===== src/rtl/vga_timing_gen_if.sv =====
// ---------------------------------------------------------------------------
// vga_timing_gen_if
//   Bundles the pixel-advance enable and every timing output of
//   vga_timing_gen into one interface.
//
//   Parameter
//     CNT_W        counter / coordinate width (must match the generator)
//
//   Signals
//     pix_en       pixel-advance enable (consumer -> generator)
//     h_sync       horizontal sync, level set by the generator's H_POL
//     v_sync       vertical sync, level set by the generator's V_POL
//     active       current pixel is inside the visible window
//     x, y         current horizontal / vertical position
//     line_start   one-cycle strobe when x has just become 0
//     frame_start  one-cycle strobe when x and y have just become 0
//     frame_cnt    16-bit completed-frame counter; present only when
//                  VGA_TIMING_FRAME_CNT_EN is defined
//
//   Modports
//     master       the timing generator (drives everything except pix_en)
//     slave        the consumer (drives pix_en, observes the timing)
//
//   Handshake: there is no valid/ready pair. pix_en acts as a qualifier:
//   a rising clk_25 edge with pix_en=1 advances the position by one pixel;
//   with pix_en=0 the position and the level outputs hold and the strobes
//   drop to 0.
// ---------------------------------------------------------------------------
interface vga_timing_gen_if #(
  parameter int CNT_W = 10
) ();

  logic             pix_en;
  logic             h_sync;
  logic             v_sync;
  logic             active;
  logic [CNT_W-1:0] x;
  logic [CNT_W-1:0] y;
  logic             line_start;
  logic             frame_start;
`ifdef VGA_TIMING_FRAME_CNT_EN
  logic [15:0]      frame_cnt;
`endif

  modport master (
    input  pix_en,
    output h_sync, v_sync, active, x, y, line_start, frame_start
`ifdef VGA_TIMING_FRAME_CNT_EN
    , output frame_cnt
`endif
  );

  modport slave (
    output pix_en,
    input  h_sync, v_sync, active, x, y, line_start, frame_start
`ifdef VGA_TIMING_FRAME_CNT_EN
    , input frame_cnt
`endif
  );

endinterface


===== src/rtl/vga_timing_gen.sv =====
// ---------------------------------------------------------------------------
// vga_timing_gen
//   Raster timing generator. It walks a pixel position (x, y) through
//   H_TOTAL x V_TOTAL positions and produces registered sync, visible-area
//   and start-of-line / start-of-frame strobes aligned with that position.
//
//   Ports
//     clk_25     pixel clock, all logic on the rising edge
//     reset_n    synchronous active-low reset
//     vga        vga_timing_gen_if.master: pix_en in; h_sync, v_sync,
//                active, x, y, line_start, frame_start (and frame_cnt) out
//
//   Optional feature
//     VGA_TIMING_FRAME_CNT_EN  when defined, adds a 16-bit frame_cnt output
//                              that increments each time y wraps to 0.
//
//   Line layout (frames use the same order in lines):
//     active | front porch | sync | back porch
//
//   Every output is a register loaded from the *next* position, so in any
//   cycle all outputs describe the x/y shown in that same cycle.
// ---------------------------------------------------------------------------
module vga_timing_gen #(
  parameter int H_ACTIVE = 640,
  parameter int H_FP     = 16,
  parameter int H_SYNC   = 96,
  parameter int H_BP     = 48,
  parameter int V_ACTIVE = 480,
  parameter int V_FP     = 10,
  parameter int V_SYNC   = 2,
  parameter int V_BP     = 33,
  parameter bit H_POL    = 1'b0,
  parameter bit V_POL    = 1'b0,
  parameter int CNT_W    = 10
) (
  input  logic             clk_25,
  input  logic             reset_n,
  vga_timing_gen_if.master vga
);

  localparam int H_TOTAL = H_ACTIVE + H_FP + H_SYNC + H_BP;
  localparam int V_TOTAL = V_ACTIVE + V_FP + V_SYNC + V_BP;

  // Refuse to build a generator whose counters cannot hold a full line or
  // frame: the wrap compare would never match and the raster would run away.
  generate
    if (H_TOTAL > (2 ** CNT_W)) begin : g_h_total_chk
      $error("vga_timing_gen: H_TOTAL does not fit in CNT_W bits");
    end
    if (V_TOTAL > (2 ** CNT_W)) begin : g_v_total_chk
      $error("vga_timing_gen: V_TOTAL does not fit in CNT_W bits");
    end
  endgenerate

  localparam logic [CNT_W-1:0] H_LAST       = CNT_W'(H_TOTAL - 1);
  localparam logic [CNT_W-1:0] V_LAST       = CNT_W'(V_TOTAL - 1);
  localparam logic [CNT_W-1:0] H_VIS_END    = CNT_W'(H_ACTIVE);
  localparam logic [CNT_W-1:0] V_VIS_END    = CNT_W'(V_ACTIVE);
  localparam logic [CNT_W-1:0] H_SYNC_FIRST = CNT_W'(H_ACTIVE + H_FP);
  localparam logic [CNT_W-1:0] H_SYNC_LAST  = CNT_W'(H_ACTIVE + H_FP + H_SYNC - 1);
  localparam logic [CNT_W-1:0] V_SYNC_FIRST = CNT_W'(V_ACTIVE + V_FP);
  localparam logic [CNT_W-1:0] V_SYNC_LAST  = CNT_W'(V_ACTIVE + V_FP + V_SYNC - 1);

  // Registered state
  logic [CNT_W-1:0] x_q;
  logic [CNT_W-1:0] y_q;
  logic             h_sync_q;
  logic             v_sync_q;
  logic             active_q;
  logic             line_start_q;
  logic             frame_start_q;

  // Next position and its decode
  logic             h_wrap;
  logic             v_wrap;
  logic [CNT_W-1:0] x_nxt;
  logic [CNT_W-1:0] y_nxt;
  logic             h_in_sync_nxt;
  logic             v_in_sync_nxt;
  logic             active_nxt;

  always_comb begin
    h_wrap = (x_q == H_LAST);
    v_wrap = (y_q == V_LAST);
    x_nxt  = h_wrap ? '0 : x_q + CNT_W'(1);
    y_nxt  = y_q;
    // y moves only on the pixel where x wraps back to 0.
    if (h_wrap) begin
      y_nxt = v_wrap ? '0 : y_q + CNT_W'(1);
    end
    h_in_sync_nxt = (x_nxt >= H_SYNC_FIRST) && (x_nxt <= H_SYNC_LAST);
    v_in_sync_nxt = (y_nxt >= V_SYNC_FIRST) && (y_nxt <= V_SYNC_LAST);
    active_nxt    = (x_nxt < H_VIS_END) && (y_nxt < V_VIS_END);
  end

  // Reset forces position (0,0) directly, which cuts any sync pulse in
  // progress at the reset edge rather than letting it finish.
  always_ff @(posedge clk_25) begin
    if (!reset_n) begin
      x_q           <= '0;
      y_q           <= '0;
      h_sync_q      <= ~H_POL;
      v_sync_q      <= ~V_POL;
      active_q      <= 1'b1;
      line_start_q  <= 1'b1;
      frame_start_q <= 1'b1;
    end else if (vga.pix_en) begin
      x_q           <= x_nxt;
      y_q           <= y_nxt;
      h_sync_q      <= h_in_sync_nxt ? H_POL : ~H_POL;
      v_sync_q      <= v_in_sync_nxt ? V_POL : ~V_POL;
      active_q      <= active_nxt;
      line_start_q  <= (x_nxt == '0);
      frame_start_q <= (x_nxt == '0) && (y_nxt == '0);
    end else begin
      // Position and levels hold; strobes must not repeat while stalled.
      line_start_q  <= 1'b0;
      frame_start_q <= 1'b0;
    end
  end

  assign vga.x           = x_q;
  assign vga.y           = y_q;
  assign vga.h_sync      = h_sync_q;
  assign vga.v_sync      = v_sync_q;
  assign vga.active      = active_q;
  assign vga.line_start  = line_start_q;
  assign vga.frame_start = frame_start_q;

`ifdef VGA_TIMING_FRAME_CNT_EN
  logic [15:0] frame_cnt_q;

  // Counts completed frames: the advance that takes (H_LAST, V_LAST) to
  // (0, 0). Wraps naturally at 16 bits.
  always_ff @(posedge clk_25) begin
    if (!reset_n) begin
      frame_cnt_q <= '0;
    end else if (vga.pix_en && h_wrap && v_wrap) begin
      frame_cnt_q <= frame_cnt_q + 16'd1;
    end
  end

  assign vga.frame_cnt = frame_cnt_q;
`endif

endmodule


===== src/flat_wrapper.sv =====
// flat-port wrapper written by rule: the top's interface ports become plain ports
module vga_timing_gen_flat 
#(
  parameter int H_ACTIVE = 640,
  parameter int H_FP     = 16,
  parameter int H_SYNC   = 96,
  parameter int H_BP     = 48,
  parameter int V_ACTIVE = 480,
  parameter int V_FP     = 10,
  parameter int V_SYNC   = 2,
  parameter int V_BP     = 33,
  parameter bit H_POL    = 1'b0,
  parameter bit V_POL    = 1'b0,
  parameter int CNT_W    = 10
)
  (clk_25, reset_n, vga_pix_en, vga_h_sync, vga_v_sync, vga_active, vga_x, vga_y, vga_line_start, vga_frame_start);
  vga_timing_gen_if #(.CNT_W(CNT_W)) vga_i ();
  input  logic clk_25;
  input  logic reset_n;
  input wire logic [$bits(vga_i.pix_en)-1:0] vga_pix_en;
  output wire logic [$bits(vga_i.h_sync)-1:0] vga_h_sync;
  output wire logic [$bits(vga_i.v_sync)-1:0] vga_v_sync;
  output wire logic [$bits(vga_i.active)-1:0] vga_active;
  output wire logic [$bits(vga_i.x)-1:0] vga_x;
  output wire logic [$bits(vga_i.y)-1:0] vga_y;
  output wire logic [$bits(vga_i.line_start)-1:0] vga_line_start;
  output wire logic [$bits(vga_i.frame_start)-1:0] vga_frame_start;
  assign vga_i.pix_en = vga_pix_en;
  assign vga_h_sync = vga_i.h_sync;
  assign vga_v_sync = vga_i.v_sync;
  assign vga_active = vga_i.active;
  assign vga_x = vga_i.x;
  assign vga_y = vga_i.y;
  assign vga_line_start = vga_i.line_start;
  assign vga_frame_start = vga_i.frame_start;
  vga_timing_gen #(.H_ACTIVE(H_ACTIVE), .H_FP(H_FP), .H_SYNC(H_SYNC), .H_BP(H_BP), .V_ACTIVE(V_ACTIVE), .V_FP(V_FP), .V_SYNC(V_SYNC), .V_BP(V_BP), .H_POL(H_POL), .V_POL(V_POL), .CNT_W(CNT_W)) u_core (.clk_25(clk_25), .reset_n(reset_n), .vga(vga_i));
endmodule

===== config.mk =====
export PLATFORM = sky130hd
export DESIGN_NAME = vga_timing_gen_flat
export DESIGN_NICKNAME = d
export VERILOG_FILES = /design/src/rtl/vga_timing_gen_if.sv /design/src/rtl/vga_timing_gen.sv /design/src/flat_wrapper.sv
export SDC_FILE = /design/constraint.sdc
export NUM_CORES = 1
export LEC_CHECK = 0
export ABC_AREA = 1
export CAP_MARGIN = 0
export CORE_ASPECT_RATIO = 0.6
export CORE_MARGIN = 2
export CORE_UTILIZATION = 53
export DETAILED_ROUTE_END_ITERATION = 16
export PLACE_DENSITY = 0.79
export SETUP_SLACK_MARGIN = 0.4
export SLEW_MARGIN = 20
export SYNTH_ARGS = -nofsm -noshare
export SYNTH_HDL_FRONTEND = slang
export SYNTH_SLANG_ARGS = --single-unit

===== constraint.sdc =====
create_clock -name clk_25 -period 2.4 [get_ports clk_25]
set_clock_uncertainty 0.2 [all_clocks]
set_input_delay 0.24 -clock clk_25 [delete_from_list [all_inputs] [get_ports clk_25]]
set_output_delay 0.24 -clock clk_25 [all_outputs]
set_load 0.03 [all_outputs]

==> load_flow_metrics.sql, run 1 <==
INSERT INTO impl_metrics (metric_group, metric, value, unit) VALUES
('status', 'result_of_the_run', 'complete, no violations', ''),
('logic_synthesis', 'synth_edf_count', '0', ''),
('placed_design', 'port-buffer-count', '27', ''),
('worst_setup_path', 'timing.critical_path.fanout_max', '6', ''),
('global_route', 'met1_usage', '0.430', ''),
('clock_tree', 'clock_sinks', '25', ''),
('global_route', 'grt_util_met3', '0.0709', ''),
('logic_synthesis', 'post_synth_net_total', '294', ''),
('layout', 'proportion_of_layout_cells_with_a_drive_suffix_above_1', '0.244', ''),
('worst_setup_path', 'crit_arrival', '1.91', 'ns'),
('sta', 'layout_setup_ws', '0.453', 'ns'),
('worst_setup_path', 'timing.critical_path.to_type', 'register', ''),
('clock_tree', 'clock_insertion_delay_worst_skew', '0.28', 'ns'),
('detailed_routing', 'dr.first_iter.drc_count', '269', ''),
('logic_synthesis', 'synth-seq-cells', '25', ''),
('pwr', 'irDropWorstVdd', '0.344', 'mV'),
('global_route', 'grt_pass1_vias', '1599', ''),
('global_route', 'grt_antenna_before_repair', '0', ''),
('clock_tree', 'htree_levels', '1', ''),
('logic_synthesis', 'syn-mean-instance-area', '6.13', 'um2'),
('worst_setup_path', 'critical_path.n_buffers_inverters', '0', ''),
('layout', 'antennaDiodeCount', '0', ''),
('placed_design', 'gpl.final_weighted_congestion', '0.893', ''),
('sta', 'finalCritPeriodShare', '0.811', ''),
('sta', 'worst-slew-pin-transition', '0.433', 'ns'),
('sta', 'hold_violations', '0', ''),
('logic_synthesis', 'asyncSetResetFlopFracSynth', '0', ''),
('detailed_routing', 'detail_route.drc_violations', '0', ''),
('detailed_routing', 'route.final.wire_length', '5.10', 'mm'),
('layout', 'design.final.nets', '337', ''),
('worst_setup_path', 'critical_path.slowest_cell', 'dfxtp_4', ''),
('worst_setup_path', 'cp_common_cell', 'nand2_1', ''),
('worst_setup_path', 'crit_family', 'simple AND/OR/NAND/NOR gates', ''),
('floorplan', 'ports', '28', ''),
('sta', 'fin_tns_setup', '0', 'ns'),
('global_route', 'gr-total-overflow', '0', ''),
('sta', 'grt_setup_unrepaired', 'true', ''),
('detailed_routing', 'route.vias.total', '2017', ''),
('clock_tree', 'tritoncts.num_buffers', '3', ''),
('clock_tree', 'cts_tree', 'done', ''),
('sta', 'min_period', '1.95', 'ns'),
('global_route', 'groute.layer.met2.usage', '0.351', ''),
('sta', 'timing.fmax', '0.513', 'GHz'),
('clock_tree', 'clk_root_buffer_cell', 'clkbuf_8', ''),
('floorplan', 'initial_core_util', '0.547', ''),
('worst_setup_path', 'critPathMaxStageDelay', '0.40', 'ns'),
('sta', 'slew_headroom', '0.711', ''),
('global_route', 'gr-max-usage-layer', 'met1', ''),
('logic_synthesis', 'syn-instance-count', '286', ''),
('worst_setup_path', 'timing.setup.critical_path_class', 'reg2reg', ''),
('worst_hold_path', 'hp-class', 'reg2reg', ''),
('detailed_routing', 'drtAntennaViolNets', '0', ''),
('floorplan', 'core_area', '3200', 'um2'),
('placed_design', 'dp_worst_setup_slack', '0.243', 'ns'),
('worst_setup_path', 'cp.required', '2.37', 'ns'),
('sta', 'slew_violations', '0', ''),
('sta', 'setup_viol', '0', ''),
('worst_setup_path', 'cp_cell_sequence', 'ha_4, nand4_1, nor2_4, nand3_2, nand2_1, nand2_1, nor2_2, nand3_1, nand2_1, nand2_1', ''),
('logic_synthesis', 'netlist-cell-type-count', '30', ''),
('global_route', 'global_route.usage.total', '0.266', ''),
('logic_synthesis', 'netlist_area', '1750', 'um2'),
('run', 'timing.max_cap.violations', '0', ''),
('clock_tree', 'clk_path_buf_depth', '2', ''),
('detailed_routing', 'vias_per_cell', '5.41', ''),
('logic_synthesis', 'synth-main-ff-cell', 'dfxtp_1', ''),
('clock_tree', 'clk_transition_reported_paths', '0.09', 'ns'),
('floorplan', 'design.die.area', '3800', 'um2'),
('floorplan', 'vertical_extent_of_the_die', '48.5', 'um'),
('detailed_routing', 'detail_route.wl_per_cell', '13.7', 'um'),
('placed_design', 'place.detailed.hpwl', '3.50', 'mm'),
('worst_setup_path', 'setup.worst_path.start_class', 'register', ''),
('floorplan', 'die_w', '78.2', 'um'),
('logic_synthesis', 'ys.warnings.count', '0', ''),
('detailed_routing', 'detailedRoute.firstPassIterationCount', '5', ''),
('layout', 'commonest_non_fill_non_tap_cells_in_the_layout', 'nand2_1 (77), inv_1 (32), clkdlybuf4s50_1 (26)', ''),
('global_route', 'grt_first_pass_wirelength', '7.89', 'mm'),
('pwr', 'power_density', '437', 'nW/um2'),
('layout', 'area_growth_synth_to_finish', '34.4', '%'),
('pwr', 'p_leak', '1.07', 'nW'),
('logic_synthesis', 'ys_seq_area_frac', '0.286', ''),
('global_route', 'grt_start_max_net_pins', '18', ''),
('layout', 'layout_commonest_cell', 'nand2_1', ''),
('floorplan', 'rows', '16', '');
[cells by family after synthesis]
logic type                 count (synthesis)  synth area share
AOI/OAI and AO/OA                         46             0.141
xor gates and xnor gates                   1           0.00500
and+or+nand+nor                          160             0.417
adders and majority gates                  5            0.0357
buffers and inverters                     49             0.116
DFF                                       25             0.286
[report_power, final]
part / switching [mW] / leakage [nW] / total (mW) / internal, mW
sequential: 0.0424 / 0.213 / 0.485 / 0.443
combinational: 0.175 / 0.826 / 0.284 / 0.109
clock: 0.143 / 0.0255 / 0.259 / 0.116
total: 0.360 / 1.07 / 1.03 / 0.669
[layout make-up]
cell class	instances	area, um2
multi-input cells	214	1160
fillers	254	847
flip-flops and latches	25	531
repair buffers	45	415
inverters	40	150
well taps	45	56.3
clock buffers	3	41.3
clock inverters	1	5.00
[sequential cells by signal, summed over array words and instances, names as in the netlist]
signal	cells
u_core.vga.h_sync	1
u_core.vga.v_sync	1
u_core.vga.frame_start	1
u_core.vga.y	10
u_core.vga.active	1
u_core.vga.x	10
u_core.vga.line_start	1
[worst paths after layout]
kind | from | end | cells after the start | slack, ns
hold reg to reg | u_core.vga.v_sync | u_core.vga.v_sync | 2 | 0.31
hold / removal | u_core.vga.v_sync | u_core.vga.v_sync | 2 | 0.31
setup / recovery | u_core.vga.x[1] | u_core.vga.v_sync | 10 | 0.45
setup reg to reg | u_core.vga.x[1] | u_core.vga.v_sync | 10 | 0.45
[synthesized netlist by cell type, types with 4 or more instances]
cell type  count  area [um2]
nor2_1        28         105
nand3_2        5        50.1
nor2_2         4        25.0
nand3_1       20         100
nand4_1        6        37.5
nand2_1       85         319
inv_1         33         124
ha_1           5        62.6
o21ai_0       18        90.1
dfxtp_1       25         500
a21oi_1       19        95.1
inv_2          5        18.8
clkbuf_1       5        18.8
[worst register-to-register path: stages, from the launching register on]
cell and delay (ns):
dfxtp_4 0.40, ha_4 0.16, nand4_1 0.26, nor2_4 0.26, nand3_2 0.11, nand2_1 0.07, nand2_1 0.06, nor2_2 0.12
nand3_1 0.09, nand2_1 0.07, nand2_1 0.05
[timing repair]
| item | 4_1_cts | 5_1_grt |
|---|---|---|
| setup endpoints to repair | 5 | 9 |
| cloned | 1 | 1 |
| pin swaps | 4 | 24 |
| hold buffers | 0 | 0 |
| setup buffers | 2 | 12 |
| resized for setup | 9 | 37 |
[stage by stage]
step	power [mW]	util	hold WS [ns]	instances	instance area, um2
after global routing	1.08	0.736	0.335	373	2360
after global placement	0.742	0.643	0.267	353	2060
after detailed placement	0.744	0.643	0.254	353	2060
after CTS	1.01	0.675	0.302	360	2160
after floorplan	0.653	-	0.348	286	1760
final	1.03	0.736	0.314	373	2360
[routing by layer]
layer,routed length [um],part of all wire
met4,22,0.0043
met5,0,0
met1,2590,0.51
met3,464,0.091
met2,2020,0.40
No activity file was read; power rests on OpenSTA's default activity.
==> run 2: changes to the inputs <==
clock period = 1.9 ns   (was 2.4 ns; I/O delays follow)
==> load_flow_metrics.sql, run 2 (same netlist as run 1, synthesis figures left out) <==
INSERT INTO impl_metrics (metric_group, metric, value, unit) VALUES
('detailed_routing', 'detail_route.wl_per_cell', '15.2', 'um'),
('sta', 'layout_setup_ws', '-0.0382', 'ns'),
('pwr', 'share_clk_of_total_power', '0.257', ''),
('worst_setup_path', 'timing.setup.critical_path_class', 'reg2reg', ''),
('worst_setup_path', 'cp_cell_sequence', 'ha_4, nand3_4, nor2_4, nand2_4, nand2_2, nand4_1, nor2_1, nand3_1, nor2_1, nand2_1, nand2_1', ''),
('layout', 'antennaDiodeCount', '0', ''),
('layout', 'commonest_non_fill_non_tap_cells_in_the_layout', 'nand2_1 (73), inv_1 (29), nor2_1 (22)', ''),
('status', 'result_of_the_run', 'complete, but fails checks', ''),
('layout', 'layout_commonest_cell', 'nand2_1', ''),
('clock_tree', 'clock_sinks', '25', ''),
('worst_setup_path', 'crit-reg2reg-launch', 'u_core.vga.x[1]', ''),
('global_route', 'grt_first_pass_wirelength', '8.93', 'mm'),
('floorplan', 'die_w', '78.2', 'um'),
('clock_tree', 'tritoncts.num_buffers', '3', ''),
('floorplan', 'core_area', '3200', 'um2'),
('worst_setup_path', 'cp.required', '1.94', 'ns'),
('clock_tree', 'clk_transition_reported_paths', '0.10', 'ns'),
('pwr', 'irDropWorstVdd', '0.321', 'mV'),
('pwr', 'power_switching', '0.487', 'mW'),
('placed_design', 'dp_worst_setup_slack', '-0.0838', 'ns'),
('global_route', 'grt_start_max_net_pins', '29', ''),
('detailed_routing', 'detail_route.drc_violations', '0', ''),
('worst_setup_path', 'timing.critical_path.to_type', 'register', ''),
('placed_design', 'dp.cells', '358', ''),
('worst_hold_path', 'min_path_cells', '2', ''),
('placed_design', 'port-buffer-count', '27', ''),
('floorplan', 'design.die.area', '3800', 'um2'),
('layout', 'finalNonFillerCells', '376', ''),
('clock_tree', 'htree_levels', '1', ''),
('worst_hold_path', 'hp-class', 'reg2reg', ''),
('sta', 'timing.fmax', '0.516', 'GHz'),
('run', 'timing.max_cap.violations', '0', ''),
('sta', 'worst-slew-pin-transition', '0.538', 'ns'),
('layout', 'area_growth_synth_to_finish', '40.6', '%'),
('floorplan', 'vertical_extent_of_the_die', '48.5', 'um'),
('sta', 'slew_headroom', '0.641', ''),
('clock_tree', 'clk_root_buffer_cell', 'clkbuf_8', ''),
('worst_setup_path', 'critPathMaxStageDelay', '0.37', 'ns'),
('layout', 'design.final.nets', '340', ''),
('worst_setup_path', 'critical_path.slowest_cell', 'dfxtp_4', ''),
('clock_tree', 'cts_tree', 'done', ''),
('status', 'failed_checks', 'negative setup slack', ''),
('floorplan', 'rows', '16', ''),
('placed_design', 'place.detailed.hpwl', '3.56', 'mm'),
('pwr', 'sequential_share_of_power', '0.465', ''),
('global_route', 'gr-total-overflow', '0', ''),
('clock_tree', 'cts_hold_buffers', '0', ''),
('detailed_routing', 'detailedRoute.firstPassIterationCount', '5', ''),
('sta', 'grt_setup_unrepaired', 'true', ''),
('floorplan', 'initial_core_util', '0.547', ''),
('worst_setup_path', 'crit_arrival', '1.98', 'ns'),
('worst_hold_path', 'holdCritStartpoint', 'u_core.vga.h_sync', ''),
('clock_tree', 'clk_path_buf_depth', '2', ''),
('sta', 'min_period', '1.94', 'ns'),
('pwr', 'power_switching_share', '0.367', ''),
('layout', 'proportion_of_layout_cells_with_a_drive_suffix_above_1', '0.360', ''),
('worst_setup_path', 'crit_family', 'simple AND/OR/NAND/NOR gates', ''),
('sta', 'hold_violations', '0', ''),
('detailed_routing', 'route.final.wire_length', '5.72', 'mm'),
('global_route', 'grt_pass1_vias', '1794', ''),
('floorplan', 'ports', '28', ''),
('pwr', 'p_leak', '1.12', 'nW'),
('pwr', 'cell_internal_pwr', '0.840', 'mW'),
('pwr', 'p_comb_frac', '0.279', ''),
('sta', 'slew_violations', '0', ''),
('worst_setup_path', 'internal_reg_to_reg_setup_slack', '-0.04', 'ns'),
('sta', 'fin_hold_ws', '0.300', 'ns'),
('detailed_routing', 'route.vias.total', '2091', ''),
('sta', 'setup_viol', '1', ''),
('placed_design', 'gpl.final_weighted_congestion', '0.961', ''),
('worst_setup_path', 'rr_worst_depth', '11', ''),
('global_route', 'global_route.usage.total', '0.303', ''),
('sta', 'finalCritPeriodShare', '1.02', ''),
('worst_setup_path', 'timing.critical_path.fanout_max', '5', ''),
('worst_hold_path', 'hold_path_end', 'u_core.vga.h_sync', ''),
('layout', 'layout.filler_cells', '245', ''),
('detailed_routing', 'dr.first_iter.drc_count', '215', ''),
('sta', 'fin_tns_setup', '-0.0382', 'ns'),
('worst_setup_path', 'critical_path.n_buffers_inverters', '0', ''),
('detailed_routing', 'drtAntennaViolNets', '0', ''),
('clock_tree', 'clock_insertion_delay_worst_skew', '0.28', 'ns'),
('layout', 'sequential_cell_area', '534', 'um2'),
('layout', 'multi_input_area', '1250', 'um2'),
('pwr', 'power_density', '538', 'nW/um2'),
('worst_setup_path', 'setup.worst_path.start_class', 'register', ''),
('worst_setup_path', 'rr_endpoint', 'u_core.vga.frame_start', ''),
('detailed_routing', 'vias_per_cell', '5.56', ''),
('global_route', 'grt_antenna_before_repair', '0', '');
run 2: power groups by stage:
stage                     Sequential (mW)  Clock, mW  Combinational [mW]
after detailed placement            0.625          0               0.334
after global placement              0.624          0               0.331
after global routing                0.623      0.366               0.399
after floorplan                     0.683          0               0.153
final                               0.617      0.340               0.370
after CTS                           0.613      0.342               0.350
run 2: worst reg2reg max path: stages, from the launching register on:
cell and delay [ns]:
dfxtp_4 0.37, ha_4 0.16, nand3_4 0.08, nor2_4 0.21
nand2_4 0.13, nand2_2 0.09, nand4_1 0.15, nor2_1 0.14
nand3_1 0.11, nor2_1 0.14, nand2_1 0.07, nand2_1 0.05
run 2: worst max path at each step:
stage                    startpoint                      to  slack, ns  cells past startpoint
finish              u_core.vga.x[1]  u_core.vga.frame_start      -0.04                     11
global route        u_core.vga.x[1]  u_core.vga.frame_start      -0.16                     11
CTS                 u_core.vga.x[1]  u_core.vga.frame_start       0.07                     10
detailed placement  u_core.vga.y[0]  u_core.vga.frame_start      -0.08                     12
global placement    u_core.vga.y[0]  u_core.vga.frame_start      -0.10                     12
floorplan           u_core.vga.x[0]       u_core.vga.active       0.14                     10
run 2: area by class of cell:
type                            count  area share
Clock inverter                      1     0.00203
Clock buffer                        3      0.0168
Sequential cell                    25       0.217
Timing Repair Buffer               48       0.171
Inverter                           40      0.0640
Multi-Input combinational cell    214       0.507
Tap cell                           45      0.0228
run 2: per-layer routing:
metal  routed length (um)  share of wire  track usage  vias to the layer above
met5                    0              0            0                        -
li1                     -              -            -                     1018
met3                  648           0.11       0.0728                        5
met2                 2490           0.44        0.424                      117
met4                   34         0.0059       0.0526                        0
met1                 2550           0.45        0.475                      951
run 2: per-stage QoR:
stage / util / power [mW] / area, um2
final: 0.770 / 1.33 / 2460
after global routing: 0.770 / 1.39 / 2460
after CTS: 0.754 / 1.30 / 2410
after detailed placement: 0.679 / 0.958 / 2170
after global placement: 0.679 / 0.954 / 2170
after floorplan: - / 0.836 / 1820
run 2: what timing repair did:
action	CTS	global route
setup buffers	7	4
hold endpoints to repair	0	0
gates resized for setup	71	36
gates cloned	3	0
pin swaps	15	10
setup endpoints to repair	41	36
==> run 3: changes to the inputs <==
CORE_UTILIZATION = 55   (was 53)
DONT_BUFFER_PORTS = 1   (was not set)
PLACE_DENSITY = 0.7   (was 0.79)
SLEW_MARGIN = not set   (was 20)
==> load_flow_metrics.sql, run 3 (same netlist as run 1, synthesis figures left out) <==
INSERT INTO impl_metrics (metric_group, metric, value, unit) VALUES
('status', 'result_of_the_run', 'complete, but fails checks', ''),
('status', 'failed_checks', 'negative hold slack', ''),
('worst_setup_path', 'critical_path.slowest_cell', 'dfxtp_4', ''),
('worst_setup_path', 'crit-reg2reg-launch', 'u_core.vga.y[1]', ''),
('worst_setup_path', 'timing.critical_path.fanout_max', '6', ''),
('placed_design', 'port-buffer-count', '0', ''),
('sta', 'setup_viol', '0', ''),
('global_route', 'grt_start_max_net_pins', '35', ''),
('floorplan', 'design.die.area', '3670', 'um2'),
('layout', 'layout.filler_cells', '196', ''),
('floorplan', 'initial_core_util', '0.595', ''),
('pwr', 'p_leak', '1.09', 'nW'),
('worst_hold_path', 'hold_path_end', 'u_core.vga.x[8]', ''),
('layout', 'proportion_of_layout_cells_with_a_drive_suffix_above_1', '0.400', ''),
('detailed_routing', 'detail_route.wl_per_cell', '15.8', 'um'),
('floorplan', 'rows', '15', ''),
('layout', 'commonest_non_fill_non_tap_cells_in_the_layout', 'nand2_1 (72), buf_4 (30), inv_1 (28)', ''),
('placed_design', 'dp.cells', '342', ''),
('global_route', 'grt_pass1_vias', '1575', ''),
('clock_tree', 'htree_levels', '1', ''),
('global_route', 'global_route.usage.total', '0.294', ''),
('detailed_routing', 'route.vias.total', '2044', ''),
('sta', 'grt_setup_unrepaired', 'true', ''),
('detailed_routing', 'detail_route.drc_violations', '0', ''),
('clock_tree', 'clock_insertion_delay_worst_skew', '0.28', 'ns'),
('sta', 'min_period', '1.90', 'ns'),
('pwr', 'cell_internal_pwr', '0.839', 'mW'),
('placed_design', 'place.detailed.hpwl', '3.54', 'mm'),
('sta', 'fin_hold_ws', '-0.227', 'ns'),
('worst_setup_path', 'crit_arrival', '1.88', 'ns'),
('clock_tree', 'tritoncts.num_buffers', '3', ''),
('worst_setup_path', 'cp_cell_sequence', 'inv_2, ha_4, inv_2, nor3_4, nand3_4, nand2_2, nand2_2, nand2_4, nand3_4, nor2_2, nand3_1, nand2_1, nand2_1', ''),
('global_route', 'gr-total-overflow', '0', ''),
('placed_design', 'gpl.final_weighted_congestion', '0.964', ''),
('sta', 'worst-slew-pin-transition', '0.569', 'ns'),
('sta', 'slew_headroom', '0.619', ''),
('worst_setup_path', 'timing.setup.critical_path_class', 'reg2reg', ''),
('layout', 'finalNonFillerCells', '362', ''),
('worst_hold_path', 'holdCritStartpoint', 'vga_pix_en', ''),
('worst_setup_path', 'internal_reg_to_reg_setup_slack', '0.003', 'ns'),
('detailed_routing', 'drtAntennaViolNets', '0', ''),
('layout', 'antennaDiodeCount', '0', ''),
('layout', 'layout_commonest_cell', 'nand2_1', ''),
('global_route', 'grt_first_pass_wirelength', '8.02', 'mm'),
('sta', 'slew_violations', '0', ''),
('pwr', 'power_switching', '0.470', 'mW'),
('layout', 'fin_area', '2440', 'um2'),
('sta', 'fin_tns_setup', '0', 'ns'),
('sta', 'hold_violations', '18', ''),
('pwr', 'power_density', '537', 'nW/um2'),
('floorplan', 'core_area', '2950', 'um2'),
('detailed_routing', 'vias_per_cell', '5.65', ''),
('detailed_routing', 'route.final.wire_length', '5.73', 'mm'),
('worst_setup_path', 'critPathMaxStageDelay', '0.38', 'ns'),
('floorplan', 'ports', '28', ''),
('worst_setup_path', 'rr_worst_depth', '13', ''),
('run', 'timing.max_cap.violations', '0', ''),
('floorplan', 'vertical_extent_of_the_die', '47.7', 'um'),
('sta', 'timing.fmax', '0.527', 'GHz'),
('clock_tree', 'clk_root_buffer_cell', 'clkbuf_8', ''),
('pwr', 'power_switching_share', '0.359', ''),
('clock_tree', 'cts_tree', 'done', ''),
('placed_design', 'placedInstanceArea', '2010', 'um2'),
('worst_setup_path', 'rr_endpoint', 'u_core.vga.v_sync', ''),
('worst_hold_path', 'min_path_cells', '1', ''),
('pwr', 'irDropWorstVdd', '0.472', 'mV'),
('clock_tree', 'cts_hold_buffers', '1', ''),
('clock_tree', 'clk_path_buf_depth', '2', ''),
('pwr', 'p_comb_frac', '0.272', ''),
('worst_setup_path', 'cp.required', '1.89', 'ns'),
('clock_tree', 'clock_sinks', '25', ''),
('pwr', 'overall_power_consumption', '1.31', 'mW'),
('worst_setup_path', 'setup.worst_path.start_class', 'register', ''),
('pwr', 'share_clk_of_total_power', '0.250', ''),
('floorplan', 'die_w', '76.9', 'um'),
('global_route', 'grt_antenna_before_repair', '0', ''),
('worst_setup_path', 'timing.critical_path.to_type', 'register', ''),
('layout', 'area_growth_synth_to_finish', '39.0', '%'),
('layout', 'design.final.nets', '329', ''),
('clock_tree', 'clk_transition_reported_paths', '0.10', 'ns'),
('detailed_routing', 'dr.first_iter.drc_count', '155', ''),
('sta', 'finalCritPeriodShare', '0.999', ''),
('detailed_routing', 'detailedRoute.firstPassIterationCount', '6', ''),
('pwr', 'sequential_share_of_power', '0.479', ''),
('worst_hold_path', 'hp-class', 'in2reg', '');
## run 3: changes by cell type in the layout (fill, tap and decap cells not counted), sizes merged
cell / before / now
buf: 24 / 36
clkdlybuf4s15: 9 / 0
dlygate4sd2: 8 / 0
clkbuf: 8 / 3
clkdlybuf4s50: 2 / 0
dlygate4sd3: 0 / 1
## run 3: metal layers
layer / share of wire / GRT usage / up-vias
met3: 0.11 / 0.104 / 12
met4: 0.019 / 0.0727 / 0
met2: 0.42 / 0.396 / 113
met1: 0.45 / 0.439 / 928
met5: 0 / 0 / -
li1: - / - / 991
## run 3: power by group through the flow
stage	Sequential (mW)	Clock, mW	Combinational (mW)
after detailed placement	0.635	0	0.274
after CTS	0.622	0.335	0.299
after global placement	0.634	0	0.272
after global routing	0.633	0.351	0.381
after floorplan	0.683	0	0.153
final	0.627	0.327	0.356
## run 3: cell type report
cell class / instances / area (um2) / area share
clock buffer: 3 / 41.3 / 0.0169
clock inverter: 1 / 5.00 / 0.00205
inverter: 40 / 153 / 0.0626
multi-input combinational: 214 / 1330 / 0.545
sequential: 25 / 546 / 0.224
tap: 42 / 52.6 / 0.0216
timing repair buffer: 37 / 312 / 0.128
## run 3: worst max path at each step
stage               cells past startpoint             from                endpoint  slack (ns)
CTS                                    10  u_core.vga.x[0]       u_core.vga.h_sync        0.06
global placement                       12  u_core.vga.y[1]  u_core.vga.frame_start       -0.05
floorplan                              10  u_core.vga.x[0]       u_core.vga.active        0.14
global route                           13  u_core.vga.x[1]       u_core.vga.h_sync       -0.11
finish                                 13  u_core.vga.y[1]       u_core.vga.v_sync       0.003
detailed placement                     12  u_core.vga.y[1]  u_core.vga.frame_start       -0.06
## run 3: worst max-delay path: cells and delay by family (launching register included)
kind | cells | cell delay, ns
adders and majority gates | 1 | 0.13
buffers and inverters | 2 | 0.14
DFF | 1 | 0.38
and+or+nand+nor | 10 | 0.96
## run 3: timing repair
item | CTS | global route
gates resized for setup | 19 | 51
buffers inserted | 6 | 7
endpoints found under the setup margin | 16 | 21
gates cloned | 2 | 0
pin swaps | 8 | 21
endpoints found under the hold margin | 20 | 18
## run 3: stage by stage
stage,util,setup WS [ns]
detailed placement,0.681,-0.0555
floorplan,-,0.143
CTS,0.742,0.0562
finish,0.827,0.00252
global route,0.827,-0.114
global placement,0.681,-0.0456
